===== config.mk =====
export PLATFORM = sky130hd
export DESIGN_NAME = signal_head_driver
export DESIGN_NICKNAME = d
export VERILOG_FILES = /design/src/rtl/signal_head_driver.sv
export SDC_FILE = /design/constraint.sdc
export NUM_CORES = 1
export LEC_CHECK = 0
export ABC_AREA = 1
export CAP_MARGIN = 40
export CORE_UTILIZATION = 31
export DETAILED_ROUTE_END_ITERATION = 12
export SLEW_MARGIN = 40
export SYNTH_ARGS = -nofsm -noshare
export SYNTH_HDL_FRONTEND = slang
export SYNTH_SLANG_ARGS = --single-unit

===== constraint.sdc =====
create_clock -name clk -period 3 [get_ports clk]
set_clock_uncertainty 0.1 [all_clocks]
set_input_delay 0.3 -clock clk [delete_from_list [all_inputs] [get_ports clk]]
set_output_delay 0.3 -clock clk [all_outputs]
set_load 0.005 [all_outputs]

===== src/rtl/signal_head_driver.sv =====
// signal_head_driver: turns the controller's per-lane green requests into red/yellow/green
// lamp drives. It enforces a minimum green time, a fixed yellow time and an all-red
// clearance time for every lane.
// Optional feature: define SIGNAL_HEAD_WALK_EN to drive the walk lamps from walkReq.
// Without the macro, walk is tied low and walkReq is ignored.
module signal_head_driver #(
    parameter int unsigned LANES        = 8,
    parameter int unsigned TIMER_W      = 7,
    parameter int unsigned MIN_GREEN    = 5,
    parameter int unsigned YELLOW_TIME  = 3,
    parameter int unsigned ALL_RED_TIME = 1
) (
    input  logic             clk,
    input  logic             rst,
    input  logic [LANES-1:0] greenReq,
    input  logic [LANES-1:0] walkReq,
    output logic [LANES-1:0] red,
    output logic [LANES-1:0] yellow,
    output logic [LANES-1:0] green,
    output logic [LANES-1:0] walk,
    output logic             clearing
);

    typedef enum logic [1:0] {StRed, StGreen, StYellow, StClear} lane_state_e;

    localparam logic [TIMER_W-1:0] CntOne     = TIMER_W'(1);
    localparam logic [TIMER_W-1:0] GreenLoad  = TIMER_W'(MIN_GREEN - 1);
    localparam logic [TIMER_W-1:0] YellowLoad = TIMER_W'(YELLOW_TIME - 1);
    localparam logic [TIMER_W-1:0] ClearLoad  = TIMER_W'((ALL_RED_TIME == 0) ? 0 : ALL_RED_TIME - 1);

    lane_state_e        r_state   [LANES];
    lane_state_e        w_state_d [LANES];
    logic [TIMER_W-1:0] r_cnt     [LANES];
    logic [TIMER_W-1:0] w_cnt_d   [LANES];

    logic             w_gate;
    logic [LANES-1:0] w_red_d, w_yellow_d, w_green_d, w_walk_d;
    logic             w_clearing_d;
    logic [LANES-1:0] r_red, r_yellow, r_green, r_walk;
    logic             r_clearing;

`ifndef SIGNAL_HEAD_WALK_EN
    logic w_unused_walk_req;
    assign w_unused_walk_req = ^walkReq;
`endif

    // Grant gate: no lane is yielding and no green lane has already been released.
    always_comb begin
        w_gate = 1'b1;
        for (int i = 0; i < LANES; i++) begin
            if (r_state[i] == StYellow || r_state[i] == StClear ||
                (r_state[i] == StGreen && !greenReq[i])) begin
                w_gate = 1'b0;
            end
        end
    end

    // Per-lane next state and interval counter.
    always_comb begin
        for (int i = 0; i < LANES; i++) begin
            w_state_d[i] = r_state[i];
            w_cnt_d[i]   = r_cnt[i];
            unique case (r_state[i])
                StRed: begin
                    if (greenReq[i] && w_gate) begin
                        w_state_d[i] = StGreen;
                        w_cnt_d[i]   = GreenLoad;
                    end
                end
                StGreen: begin
                    if (r_cnt[i] == '0) begin
                        if (!greenReq[i]) begin
                            w_state_d[i] = StYellow;
                            w_cnt_d[i]   = YellowLoad;
                        end
                    end else begin
                        w_cnt_d[i] = r_cnt[i] - CntOne;
                    end
                end
                StYellow: begin
                    if (r_cnt[i] == '0) begin
                        w_state_d[i] = (ALL_RED_TIME == 0) ? StRed : StClear;
                        w_cnt_d[i]   = ClearLoad;
                    end else begin
                        w_cnt_d[i] = r_cnt[i] - CntOne;
                    end
                end
                StClear: begin
                    if (r_cnt[i] == '0) begin
                        w_state_d[i] = StRed;
                    end else begin
                        w_cnt_d[i] = r_cnt[i] - CntOne;
                    end
                end
                default: begin
                    w_state_d[i] = StRed;
                    w_cnt_d[i]   = '0;
                end
            endcase
        end
    end

    // Lamp decode from next state, so the registered lamps track the state register exactly.
    always_comb begin
        w_red_d      = '0;
        w_yellow_d   = '0;
        w_green_d    = '0;
        w_walk_d     = '0;
        w_clearing_d = 1'b0;
        for (int i = 0; i < LANES; i++) begin
            w_red_d[i]    = (w_state_d[i] == StRed) || (w_state_d[i] == StClear);
            w_yellow_d[i] = (w_state_d[i] == StYellow);
            w_green_d[i]  = (w_state_d[i] == StGreen);
            if (w_state_d[i] == StYellow || w_state_d[i] == StClear) begin
                w_clearing_d = 1'b1;
            end
`ifdef SIGNAL_HEAD_WALK_EN
            // Walk ends once the remaining green time no longer covers a yellow interval.
            w_walk_d[i] = (w_state_d[i] == StGreen) && walkReq[i] && (w_cnt_d[i] > YellowLoad);
`endif
        end
    end

    // State, counters and registered lamp outputs; reset forces all lanes to red at once.
    always_ff @(posedge clk or negedge rst) begin
        if (!rst) begin
            for (int i = 0; i < LANES; i++) begin
                r_state[i] <= StRed;
                r_cnt[i]   <= '0;
            end
            r_red      <= '1;
            r_yellow   <= '0;
            r_green    <= '0;
            r_walk     <= '0;
            r_clearing <= 1'b0;
        end else begin
            for (int i = 0; i < LANES; i++) begin
                r_state[i] <= w_state_d[i];
                r_cnt[i]   <= w_cnt_d[i];
            end
            r_red      <= w_red_d;
            r_yellow   <= w_yellow_d;
            r_green    <= w_green_d;
            r_walk     <= w_walk_d;
            r_clearing <= w_clearing_d;
        end
    end

    assign red      = r_red;
    assign yellow   = r_yellow;
    assign green    = r_green;
    assign walk     = r_walk;
    assign clearing = r_clearing;

endmodule

==> reports/results.tsv, run 1 <==
stage	metric	value	unit
run_status	outcome	finished, final reports clean	
synth	library cell occupying the most area in the post-synthesis netlist	sky130_fd_sc_hd__dfrtp_1	
worst_setup_path	CP Capture Type	register	
synth	number of synthesized register bits	97	
synth	fraction of synthesis flops using an asynchronous set or reset pin	1.00	
clock_tree	number of clock sinks	97	
final_layout	area grow syn2layout	16.0	%
synth	fraction of post-synthesis cell area in the top cell type by area	0.353	
worst_setup_path	worst reg-to-reg path cell count	15	
sta	final slew viol count	0	
final_layout	antenna diode count	0	
clock_tree	CTS Buffer Depth	2	
synth	count of flip-flops with a built-in enable after synthesis	0	
floorplanning	I/O Pins	51	
sta	setup slack after layout	0.344	ns
synth	Main synth FF type	sky130_fd_sc_hd__dfrtp_1	
worst_setup_path	Worst Path Max Fanout	9	
floorplanning	core footprint	0.0197	mm²
sta	setup repair after global routing missed its margin	no	
synth	YS warnings	0	
sta	summed negative setup slack over all endpoints	0	ns
synth	synthesized area per cell	7.41	µm²
worst_setup_path	timing startpoint of the critical path	r_cnt[0]$_DFFE_PN0P_	
worst_setup_path	worst reg-to-reg setup slack	0.34	ns
sta	ratio of final minimum period to clock period	0.885	
worst_setup_path	arrival time of data at the critical path endpoint	2.79	ns
drt	routed len/inst	12.0	µm
final_layout	fraction of final layout cells with drive strength greater than 1	0.105	
clock_tree	Worst-path clk slew	0.07	ns
sta	Worst Hold Margin	0.284	ns
sta	min cycle time layout	2.66	ns
sta	Max Clock Freq	0.377	GHz
grt	number of antenna violations at the first check in global routing	0	
floorplanning	horizontal die dimension	145	µm
drt	DR DRC count	0	
sta	Worst-Margin Slew	0.515	ns
drt	vias post-DR	5521	
worst_setup_path	CP Launch Type	register	
clock_tree	H-tree Lvls	3	
grt	largest net degree at the start of global routing	54	
worst_setup_path	startpoint of the worst-slack reg-to-reg timing path	r_cnt[0]$_DFFE_PN0P_	
synth	Post-Synthesis Cell Area	0.00630	mm²
run	max-cap violation count	0	
clock_tree	TritonCTS clock tree	yes	
drt	Antenna Nets Post-Route	0	
floorplanning	full die area	0.0209	mm²
floorplanning	starting utilization of the core area	0.320	
synth	number of different library cells in the post-synthesis netlist	38	
sta	final setup fails	0	
grt	total grt overflow	0	
drt	via density per instance	4.75	
clock_tree	number of buffers added for setup after CTS	0	
power	leakage dissipation	3.70	nW
clock_tree	number of buffers added by the clock tree synthesis step	9	
placement	RePlAce Congestion	0.847	
placement	post-detail-place hpwl	10200	µm
synth	register area share after synthesis	0.387	
hold_path	Hold/Removal Path Class	input pin to async pin	
clock_tree	root buffer selected by CTS	sky130_fd_sc_hd__clkbuf_16	
worst_setup_path	Req. time, crit path	3.14	ns
placement	number of instances in the placed design	1145	
synth	cell count after synthesis	851	
drt	starting DRC count in detailed routing	393	
sta	worst relative slew slack	0.656	
placement	number of port buffers	34	
worst_setup_path	endpoint of the worst setup timing path	clearing$_DFF_PN0_	
power	Final Power	5.00	mW
clock_tree	clock latency of the later-clocked register in the worst-skew pair	0.35	ns
sta	total count of hold-check failures in the final report	0	
final_layout	final-stage net count	939	
drt	total routed wirelength	14000	µm
grt	global-route wire length before repair	23800	µm
floorplanning	standard-cell rows	51	
grt	GRT Overall Usage	0.144	
placement	DP Worst Slack	0.161	ns
worst_setup_path	classification of the worst setup path	register to register	
synth	leading post-synthesis cells by cell area	sky130_fd_sc_hd__dfrtp_1 35%, sky130_fd_sc_hd__nand2_1 11%, sky130_fd_sc_hd__nand3_1 8.3%	
power	cell area power density	684	mW/mm²
final_layout	final std cells w/o fill	1163	
drt	TritonRoute pass-1 iters	8	
grt	number of global-route vias before repair	5027	
power	peak supply drop	0.330	mV
final_layout	Filler cells	2035	
floorplanning	height of the chip	145	µm
worst_setup_path	capture instance of the worst register-to-register path	clearing$_DFF_PN0_	
synthesized netlist by cell type, types with 4 or more instances:
cell                       number
sky130_fd_sc_hd__a21oi_1       23
sky130_fd_sc_hd__o211ai_1       6
sky130_fd_sc_hd__buf_4         11
sky130_fd_sc_hd__nand3_1      104
sky130_fd_sc_hd__dfrtp_1       89
sky130_fd_sc_hd__nand3_2        5
sky130_fd_sc_hd__nor2_1        74
sky130_fd_sc_hd__nor3_1         6
sky130_fd_sc_hd__o21ai_1       21
sky130_fd_sc_hd__xnor2_1        4
sky130_fd_sc_hd__nand2_1      188
sky130_fd_sc_hd__clkbuf_1       4
sky130_fd_sc_hd__o21ai_2        6
sky130_fd_sc_hd__ha_1          28
sky130_fd_sc_hd__inv_2         15
sky130_fd_sc_hd__nor2_4         4
sky130_fd_sc_hd__buf_6          4
sky130_fd_sc_hd__o21bai_1       4
sky130_fd_sc_hd__xor2_1         7
sky130_fd_sc_hd__dfstp_2        8
sky130_fd_sc_hd__nand4_1       57
sky130_fd_sc_hd__nand2_2       15
sky130_fd_sc_hd__o21ai_0       35
sky130_fd_sc_hd__buf_2          4
sky130_fd_sc_hd__inv_1        108
power by group:
part,leakage (nW),internal (mW),switching (mW)
sequential,1.21,1.55,0.202
clock,0.170,0.839,0.518
combinational,2.32,0.729,1.16
total,3.70,3.12,1.88
area by class of cell:
cell class                 count  area (µm²)  area share
clock buffer                  11         243      0.0332
clock inverter                 5         104      0.0142
inverter                     124         467      0.0638
multi-input combinational    614        3270       0.447
sequential                    97        2440       0.333
tap                          265         332      0.0453
timing repair buffer          47         463      0.0633
metrics by stage:
step	utilization	area [µm²]
after floorplan	-	6330
after global placement	0.352	6930
after detailed placement	0.352	6930
after CTS	0.370	7290
after global routing	0.371	7310
final	0.371	7310
how the worst min path moves through the flow:
stage	startpoint	endpoint	slack [ns]	cells past startpoint
after floorplan	rst	clearing$_DFF_PN0_	-0.1	0
after global placement	rst	r_cnt[20]$_DFFE_PN0P_	0.31	1
after detailed placement	rst	r_cnt[20]$_DFFE_PN0P_	0.31	1
after CTS	r_cnt[48]$_DFFE_PN0P_	r_cnt[48]$_DFFE_PN0P_	0.40	2
after global routing	rst	r_cnt[29]$_DFFE_PN0P_	0.31	2
final	rst	r_cnt[18]$_DFFE_PN0P_	0.28	2
registers in the layout, indices dropped and copies added, names as in the netlist:
register,count
green,8
r_state,16
clearing,1
r_cnt,56
yellow,8
red,8
routing by layer:
metal	share of wire	up-vias	track usage
met5	0	-	0
li1	-	2886	-
met3	0.035	12	0.0311
met4	0.015	0	0.0460
met1	0.52	2518	0.202
met2	0.43	105	0.220
cells in the final DEF (no fill, tap or decap), types with 3 or more instances in the layout:
cell / n
sky130_fd_sc_hd__nand2_1: 188
sky130_fd_sc_hd__inv_1: 108
sky130_fd_sc_hd__nand3_1: 103
sky130_fd_sc_hd__dfrtp_1: 89
sky130_fd_sc_hd__nor2_1: 74
sky130_fd_sc_hd__nand4_1: 57
sky130_fd_sc_hd__o21ai_0: 35
sky130_fd_sc_hd__clkdlybuf4s50_1: 33
sky130_fd_sc_hd__ha_1: 28
sky130_fd_sc_hd__a21oi_1: 23
sky130_fd_sc_hd__o21ai_1: 21
sky130_fd_sc_hd__inv_2: 15
sky130_fd_sc_hd__nand2_2: 15
sky130_fd_sc_hd__buf_4: 11
sky130_fd_sc_hd__clkbuf_16: 9
sky130_fd_sc_hd__conb_1: 8
sky130_fd_sc_hd__dfstp_2: 8
sky130_fd_sc_hd__xor2_1: 7
sky130_fd_sc_hd__nand3_2: 6
sky130_fd_sc_hd__nor3_1: 6
sky130_fd_sc_hd__o211ai_1: 6
sky130_fd_sc_hd__o21ai_2: 6
sky130_fd_sc_hd__nor2_4: 4
sky130_fd_sc_hd__xnor2_1: 4
sky130_fd_sc_hd__o21bai_1: 4
sky130_fd_sc_hd__nand2_4: 3
sky130_fd_sc_hd__a21oi_2: 3
sky130_fd_sc_hd__bufinv_16: 3
cell families (layout without fill, tap and decap cells):
family	count (synthesis)	count (layout)	share of synthesized area
simple gates	464	464	0.348
buf+inv	147	187	0.0998
compound gates	103	103	0.0941
flops	97	97	0.387
fa+ha+maj	28	28	0.0556
xor+xnor	11	11	0.0153
other cells	1	8	0.000595
worst max-delay path, cell delays in order (launching register included):
cell and delay, ns:
sky130_fd_sc_hd__dfrtp_1 0.38, sky130_fd_sc_hd__inv_1 0.16, sky130_fd_sc_hd__ha_1 0.21, sky130_fd_sc_hd__nand2_1 0.09, sky130_fd_sc_hd__nor2_1 0.16, sky130_fd_sc_hd__nand3_2 0.18, sky130_fd_sc_hd__nor2_1 0.14, sky130_fd_sc_hd__nand2_1 0.08
sky130_fd_sc_hd__nand2_1 0.07, sky130_fd_sc_hd__o21ai_0 0.11, sky130_fd_sc_hd__buf_4 0.16, sky130_fd_sc_hd__ha_1 0.18, sky130_fd_sc_hd__nor4_1 0.21, sky130_fd_sc_hd__nand2_1 0.09, sky130_fd_sc_hd__nor2_1 0.14, sky130_fd_sc_hd__nand3_1 0.08
what timing repair did:
item / CTS / global route
endpoints found under the hold margin: 47 / 0
setup endpoints to repair: 0 / 1
gates resized for setup: 0 / 1
hold buffers: 1 / 0
Note: power is estimated with default switching activity, not from simulation.
==> run 2: changes to the inputs <==
--- a/config.mk
+++ b/config.mk
@@ -7,7 +7,7 @@
 export LEC_CHECK = 0
 export ABC_AREA = 1
 export CAP_MARGIN = 40
-export CORE_UTILIZATION = 31
+export CORE_UTILIZATION = 40
 export DETAILED_ROUTE_END_ITERATION = 12
 export SLEW_MARGIN = 40
 export SYNTH_ARGS = -nofsm -noshare
==> reports/results.tsv, run 2 (synthesis results as in run 1) <==
stage	metric	value	unit	change
final_layout	top register by number of flip-flops	r_cnt		
final_layout	combined area of the multi-input logic cells	0.00326	mm²	-0.15%
worst_setup_path	Worst Path Max Fanout	6		-3
floorplanning	full die area	0.0163	mm²	-22%
floorplanning	I/O Pins	51		unchanged
grt	total grt overflow	0		unchanged
clock_tree	H-tree Lvls	3		unchanged
grt	number of antenna violations at the first check in global routing	0		unchanged
worst_setup_path	classification of the worst setup path	register to register		
floorplanning	height of the chip	128	µm	-12%
sta	final setup fails	0		unchanged
sta	ratio of final minimum period to clock period	0.880		-0.00534
sta	worst relative slew slack	0.590		-0.0661
clock_tree	post-cts sizing count	0		unchanged
power	Final Power	4.83	mW	-3.5%
hold_path	Hold/Removal Path Class	input pin to async pin		
placement	post-detail-place hpwl	9690	µm	-5.3%
floorplanning	starting utilization of the core area	0.412		+0.0919
sta	min cycle time layout	2.64	ns	-0.0160 ns
final_layout	area grow syn2layout	13.5	%	
sta	Worst-Margin Slew	0.615	ns	+0.0992 ns
drt	total routed wirelength	13300	µm	-4.8%
power	fraction of power consumed by combinational cells	0.394		+0.016
clock_tree	clock latency of the later-clocked register in the worst-skew pair	0.35	ns	about the same
drt	vias post-DR	5549		+0.51%
clock_tree	root buffer selected by CTS	sky130_fd_sc_hd__clkbuf_16		
final_layout	FF/Latch Area	0.00244	mm²	unchanged
grt	number of global-route vias before repair	4955		-1.4%
grt	GRT Overall Usage	0.174		+0.0295
grt	largest net degree at the start of global routing	53		-1.9%
final_layout	final-stage net count	936		-0.32%
power	proportion of power drawn by flip-flops and latches	0.364		+0.013
worst_setup_path	CP Capture Type	register		
run	max-cap violation count	0		unchanged
power	internal power	2.93	mW	-6.0%
worst_setup_path	arrival time of data at the critical path endpoint	2.77	ns	-0.02 ns
grt	global-route wire length before repair	22700	µm	-4.5%
drt	routed len/inst	12.0	µm	about the same
clock_tree	CTS Buffer Depth	2		unchanged
floorplanning	horizontal die dimension	128	µm	-12%
power	switching power	1.89	mW	+0.68%
final_layout	Filler cells	1561		-23%
drt	Antenna Nets Post-Route	0		unchanged
clock_tree	Worst-path clk slew	0.07	ns	about the same
drt	TritonRoute pass-1 iters	7		-1
power	Sw Ratio	0.392		+0.0163
clock_tree	number of clock sinks	97		unchanged
worst_setup_path	Req. time, crit path	3.13	ns	about the same
floorplanning	core footprint	0.0153	mm²	-22%
sta	Max Clock Freq	0.379	GHz	+0.61%
floorplanning	standard-cell rows	45		-12%
drt	starting DRC count in detailed routing	508		+29%
run_status	outcome	finished, final reports clean		
final_layout	commonest cells after routing, fill and taps aside	188 x sky130_fd_sc_hd__nand2_1, 108 x sky130_fd_sc_hd__inv_1, 104 x sky130_fd_sc_hd__nand3_1		
final_layout	max reg flops	56		unchanged
clock_tree	TritonCTS clock tree	yes		
worst_setup_path	CP Launch Type	register		
placement	number of port buffers	34		unchanged
final_layout	fraction of final layout cells with drive strength greater than 1	0.101		-0.00412
sta	final slew viol count	0		unchanged
sta	summed negative setup slack over all endpoints	0	ns	unchanged
sta	setup repair after global routing missed its margin	no		
clock_tree	number of buffers added by the clock tree synthesis step	9		unchanged
placement	RePlAce Congestion	0.856		+1.1%
final_layout	biggest regs	r_cnt: 56 flops, r_state: 16 flops		
sta	total count of hold-check failures in the final report	0		unchanged
power	leakage dissipation	3.66	nW	-1.3%
drt	DR DRC count	0		unchanged
final_layout	antenna diode count	0		unchanged
power	cell area power density	675	mW/mm²	-1.4%
drt	via density per instance	5.02		+5.7%
power	power share of the clock group	0.242		-0.029
power	peak supply drop	0.377	mV	+14%
final_layout	most frequent standard cell in the layout excluding fill and tap cells	sky130_fd_sc_hd__nand2_1		
-- run 2: cell types whose count changed in the layout (fill, tap and decap cells not counted), sizes merged --
cell,previous run,this run
clkinvlp,0,1
buf,13,10
bufinv,3,1
clkbuf,11,10
inv,123,125
-- run 2: layer usage --
layer	GRT usage	share of wire	vias to the layer above	wire length [µm]
met2	0.273	0.45	111	5940
met4	0.0644	0.015	0	201
li1	-	-	2878	-
met5	0	0	-	0
met1	0.244	0.50	2547	6720
met3	0.0230	0.034	13	459
-- run 2: final cells by class --
cell class | count | share of cell area
Multi-Input combinational cell | 614 | 0.456
Sequential cell | 97 | 0.341
Inverter | 124 | 0.0652
Timing Repair Buffer | 44 | 0.0598
Tap cell | 211 | 0.0369
Clock buffer | 10 | 0.0320
Clock inverter | 6 | 0.00910
-- run 2: worst paths after layout --
kind | startpoint | to | slack (ns) | depth (start not counted)
worst max-delay path | r_cnt[0]$_DFFE_PN0P_ | clearing$_DFF_PN0_ | 0.36 | 15
worst min-delay path | rst | r_cnt[19]$_DFFE_PN0P_ | 0.40 | 2
worst max register to register | r_cnt[0]$_DFFE_PN0P_ | clearing$_DFF_PN0_ | 0.36 | 15
worst min register to register | r_cnt[28]$_DFFE_PN0P_ | r_cnt[28]$_DFFE_PN0P_ | 0.40 | 2
max in group asynchronous | rst | red[6]$_DFF_PN1_ | 1.66 | 3
min in group clk | r_cnt[28]$_DFFE_PN0P_ | r_cnt[28]$_DFFE_PN0P_ | 0.40 | 2
-- run 2: metrics by stage --
stage | hold WS, ns | util | instance area [µm²] | setup slack (ns) | instances
after global routing | 0.419 | 0.467 | 7150 | 0.0456 | 1106
after detailed placement | 0.262 | 0.447 | 6850 | 0.172 | 1089
after global placement | 0.256 | 0.447 | 6850 | 0.214 | 1089
after CTS | 0.397 | 0.467 | 7150 | 0.359 | 1106
final | 0.398 | 0.467 | 7150 | 0.360 | 1106
after floorplan | -0.0956 | - | 6330 | 0.553 | 858
-- run 2: power groups by stage --
stage,clock network (mW),logic (mW),registers [mW]
floorplan,0,1.54,1.70
global route,1.26,2.21,1.79
detailed placement,0,1.89,1.77
CTS,1.20,1.91,1.76
finish,1.17,1.90,1.76
global placement,0,1.90,1.78
-- run 2: critical path: stages (launching register included) --
cell and delay [ns]:
sky130_fd_sc_hd__dfrtp_1 0.38, sky130_fd_sc_hd__inv_1 0.16, sky130_fd_sc_hd__ha_1 0.21, sky130_fd_sc_hd__nand2_1 0.10, sky130_fd_sc_hd__nor2_1 0.13, sky130_fd_sc_hd__nand3_1 0.16
sky130_fd_sc_hd__nor2_1 0.12, sky130_fd_sc_hd__nand2_1 0.08, sky130_fd_sc_hd__nand2_1 0.07, sky130_fd_sc_hd__o21ai_0 0.10, sky130_fd_sc_hd__buf_4 0.16, sky130_fd_sc_hd__ha_1 0.19
sky130_fd_sc_hd__nor4_1 0.21, sky130_fd_sc_hd__nand2_1 0.09, sky130_fd_sc_hd__nor2_1 0.16, sky130_fd_sc_hd__nand3_1 0.10
-- run 2: repair_timing --
action                    4_1_cts  5_1_grt
hold endpoints to repair       41        0
hold buffers                    1        0
setup buffers                   0        0
==> run 3: changes to the inputs <==
--- a/config.mk
+++ b/config.mk
@@ -8,7 +8,9 @@
 export ABC_AREA = 1
 export CAP_MARGIN = 40
 export CORE_UTILIZATION = 40
+export CTS_CLUSTER_DIAMETER = 60
 export DETAILED_ROUTE_END_ITERATION = 12
+export GPL_TIMING_DRIVEN = 0
 export SLEW_MARGIN = 40
 export SYNTH_ARGS = -nofsm -noshare
 export SYNTH_HDL_FRONTEND = slang
==> reports/results.tsv, run 3 (synthesis results as in run 1) <==
stage	metric	value	unit	change
clock_tree	number of clock sinks	97		unchanged
final_layout	biggest regs	r_cnt: 56 flops, r_state: 16 flops		
sta	final setup fails	0		unchanged
floorplanning	standard-cell rows	45		unchanged
power	peak supply drop	0.468	mV	+24%
clock_tree	Worst-path clk slew	0.07	ns	about the same
sta	Worst Hold Margin	0.336	ns	-0.0616 ns
worst_setup_path	Worst Path Max Fanout	10		+4
sta	ratio of final minimum period to clock period	0.902		+0.0222
power	cell area power density	678	mW/mm²	+0.58%
grt	largest net degree at the start of global routing	50		-5.7%
worst_setup_path	Req. time, crit path	3.13	ns	about the same
clock_tree	number of buffers added for setup after CTS	0		unchanged
floorplanning	starting utilization of the core area	0.412		unchanged
final_layout	cell area after layout	0.00731	mm²	+2.1%
clock_tree	H-tree Lvls	3		unchanged
worst_setup_path	CP Launch Type	register		
power	leakage dissipation	3.73	nW	+2.0%
drt	routed len/inst	12.1	µm	+0.12%
floorplanning	full die area	0.0163	mm²	unchanged
final_layout	most frequent standard cell in the layout excluding fill and tap cells	sky130_fd_sc_hd__nand2_1		
clock_tree	CTS Buffer Depth	2		unchanged
final_layout	Filler cells	1602		+2.6%
drt	starting DRC count in detailed routing	435		-14%
worst_setup_path	crit path max-delay cell type	sky130_fd_sc_hd__dfrtp_1		
clock_tree	clock latency of the later-clocked register in the worst-skew pair	0.35	ns	about the same
placement	number of instances in the placed design	1104		+1.4%
hold_path	Hold/Removal Path Class	input pin to async pin		
grt	total grt overflow	0		unchanged
final_layout	FF/Latch Area	0.00244	mm²	unchanged
final_layout	fraction of final layout cells with drive strength greater than 1	0.118		+0.0170
sta	setup slack after layout	0.294	ns	-0.0667 ns
worst_setup_path	cell breakdown of the critical path	inv_2, ha_1, nand2_1, nor2_2, nand3_2, clkbuf_4, o21ai_1, nand2_1, o21ai_2, inv_1, ha_1, nor4_4, nand2_1, nor2_2, nand3_1		
floorplanning	horizontal die dimension	128	µm	unchanged
floorplanning	I/O Pins	51		unchanged
placement	Placed Area	0.00697	mm²	+1.7%
placement	post-detail-place hpwl	9880	µm	+1.9%
sta	setup repair after global routing missed its margin	no		
sta	total count of hold-check failures in the final report	0		unchanged
run_status	outcome	finished, final reports clean		
worst_setup_path	Top delay family on crit path	simple AND/OR/NAND/NOR gates		
clock_tree	TritonCTS clock tree	yes		
drt	via density per instance	4.99		-0.61%
drt	Antenna Nets Post-Route	0		unchanged
worst_setup_path	crit-path max cell delay	0.40	ns	+0.02 ns
floorplanning	core footprint	0.0153	mm²	unchanged
final_layout	final std cells w/o fill	1121		+1.4%
final_layout	antenna diode count	0		unchanged
run	max-cap violation count	0		unchanged
final_layout	final design utilization	0.477		+0.00997
sta	summed negative setup slack over all endpoints	0	ns	unchanged
worst_setup_path	classification of the worst setup path	register to register		
placement	number of port buffers	34		unchanged
drt	DR DRC count	0		unchanged
final_layout	final-stage net count	951		+1.6%
final_layout	commonest cells after routing, fill and taps aside	188 x sky130_fd_sc_hd__nand2_1, 107 x sky130_fd_sc_hd__inv_1, 103 x sky130_fd_sc_hd__nand3_1		
power	Final Power	4.96	mW	+2.7%
sta	min cycle time layout	2.71	ns	+0.0667 ns
drt	vias post-DR	5590		+0.74%
final_layout	top register by number of flip-flops	r_cnt		
placement	DP Worst Slack	-0.288	ns	-0.460 ns
placement	RePlAce Congestion	0.821		-4.1%
grt	GRT Overall Usage	0.181		+0.00746
final_layout	max reg flops	56		unchanged
grt	number of global-route vias before repair	5142		+3.8%
worst_setup_path	CP Capture Type	register		
final_layout	combined area of the multi-input logic cells	0.00329	mm²	+0.88%
clock_tree	root buffer selected by CTS	sky130_fd_sc_hd__clkbuf_16		
final_layout	area grow syn2layout	15.9	%	
drt	TritonRoute pass-1 iters	5		-2
sta	Max Clock Freq	0.370	GHz	-2.5%
worst_setup_path	arrival time of data at the critical path endpoint	2.84	ns	+0.07 ns
worst_setup_path	CP most frequent cell	sky130_fd_sc_hd__nand2_1		
grt	global-route wire length before repair	23900	µm	+5.2%
worst_setup_path	Critical path buffers and inverters	3		+1
grt	number of antenna violations at the first check in global routing	0		unchanged
sta	final slew viol count	0		unchanged
clock_tree	number of buffers added by the clock tree synthesis step	9		unchanged
drt	total routed wirelength	13500	µm	+1.5%
floorplanning	height of the chip	128	µm	unchanged
run 3: cell types whose count changed in the layout (fill, tap and decap cells not counted), moves of 2 or more:
cell,before,now
sky130_fd_sc_hd__buf_6,0,4
sky130_fd_sc_hd__clkbuf_1,1,5
sky130_fd_sc_hd__buf_2,0,3
sky130_fd_sc_hd__buf_4,9,11
sky130_fd_sc_hd__inv_6,2,0
sky130_fd_sc_hd__nor2_1,74,72
sky130_fd_sc_hd__nor2_2,2,4
sky130_fd_sc_hd__o21ai_0,35,33
run 3: final cells by class:
cell class              count  area share
multi-input cells         614       0.451
inverters                 124      0.0639
repair buffers             36      0.0524
plain buffers              23      0.0226
well taps                 211      0.0361
clock inverters             5     0.00754
clock buffers              11      0.0332
flip-flops and latches     97       0.334
run 3: worst paths after layout:
path | depth (start not counted) | from | slack, ns | to
worst max-delay path | 15 | r_cnt[0]$_DFFE_PN0P_ | 0.29 | clearing$_DFF_PN0_
worst min-delay path | 2 | rst | 0.34 | r_cnt[19]$_DFFE_PN0P_
worst max register to register | 15 | r_cnt[0]$_DFFE_PN0P_ | 0.29 | clearing$_DFF_PN0_
worst min register to register | 2 | r_cnt[28]$_DFFE_PN0P_ | 0.39 | r_cnt[28]$_DFFE_PN0P_
max in group asynchronous | 3 | rst | 1.84 | red[6]$_DFF_PN1_
min in group clk | 2 | r_cnt[28]$_DFFE_PN0P_ | 0.39 | r_cnt[28]$_DFFE_PN0P_
run 3: what timing repair did:
item                       CTS  global route
hold endpoints to repair    44             0
gates cloned                 0             0
resized for setup            3             7
hold buffers                 1             0
setup endpoints to repair    1             1
run 3: power by group:
part | internal, mW | switching [mW]
registers | 1.55 | 0.152
logic | 0.817 | 1.26
clock network | 0.667 | 0.504
run 3: per-layer routing:
| metal | track usage | part of all wire | vias to the layer above |
|---|---|---|---|
| met3 | 0.0335 | 0.034 | 11 |
| met4 | 0.0504 | 0.011 | 0 |
| li1 | - | - | 2906 |
| met1 | 0.258 | 0.51 | 2588 |
| met5 | 0 | 0 | - |
| met2 | 0.282 | 0.45 | 85 |
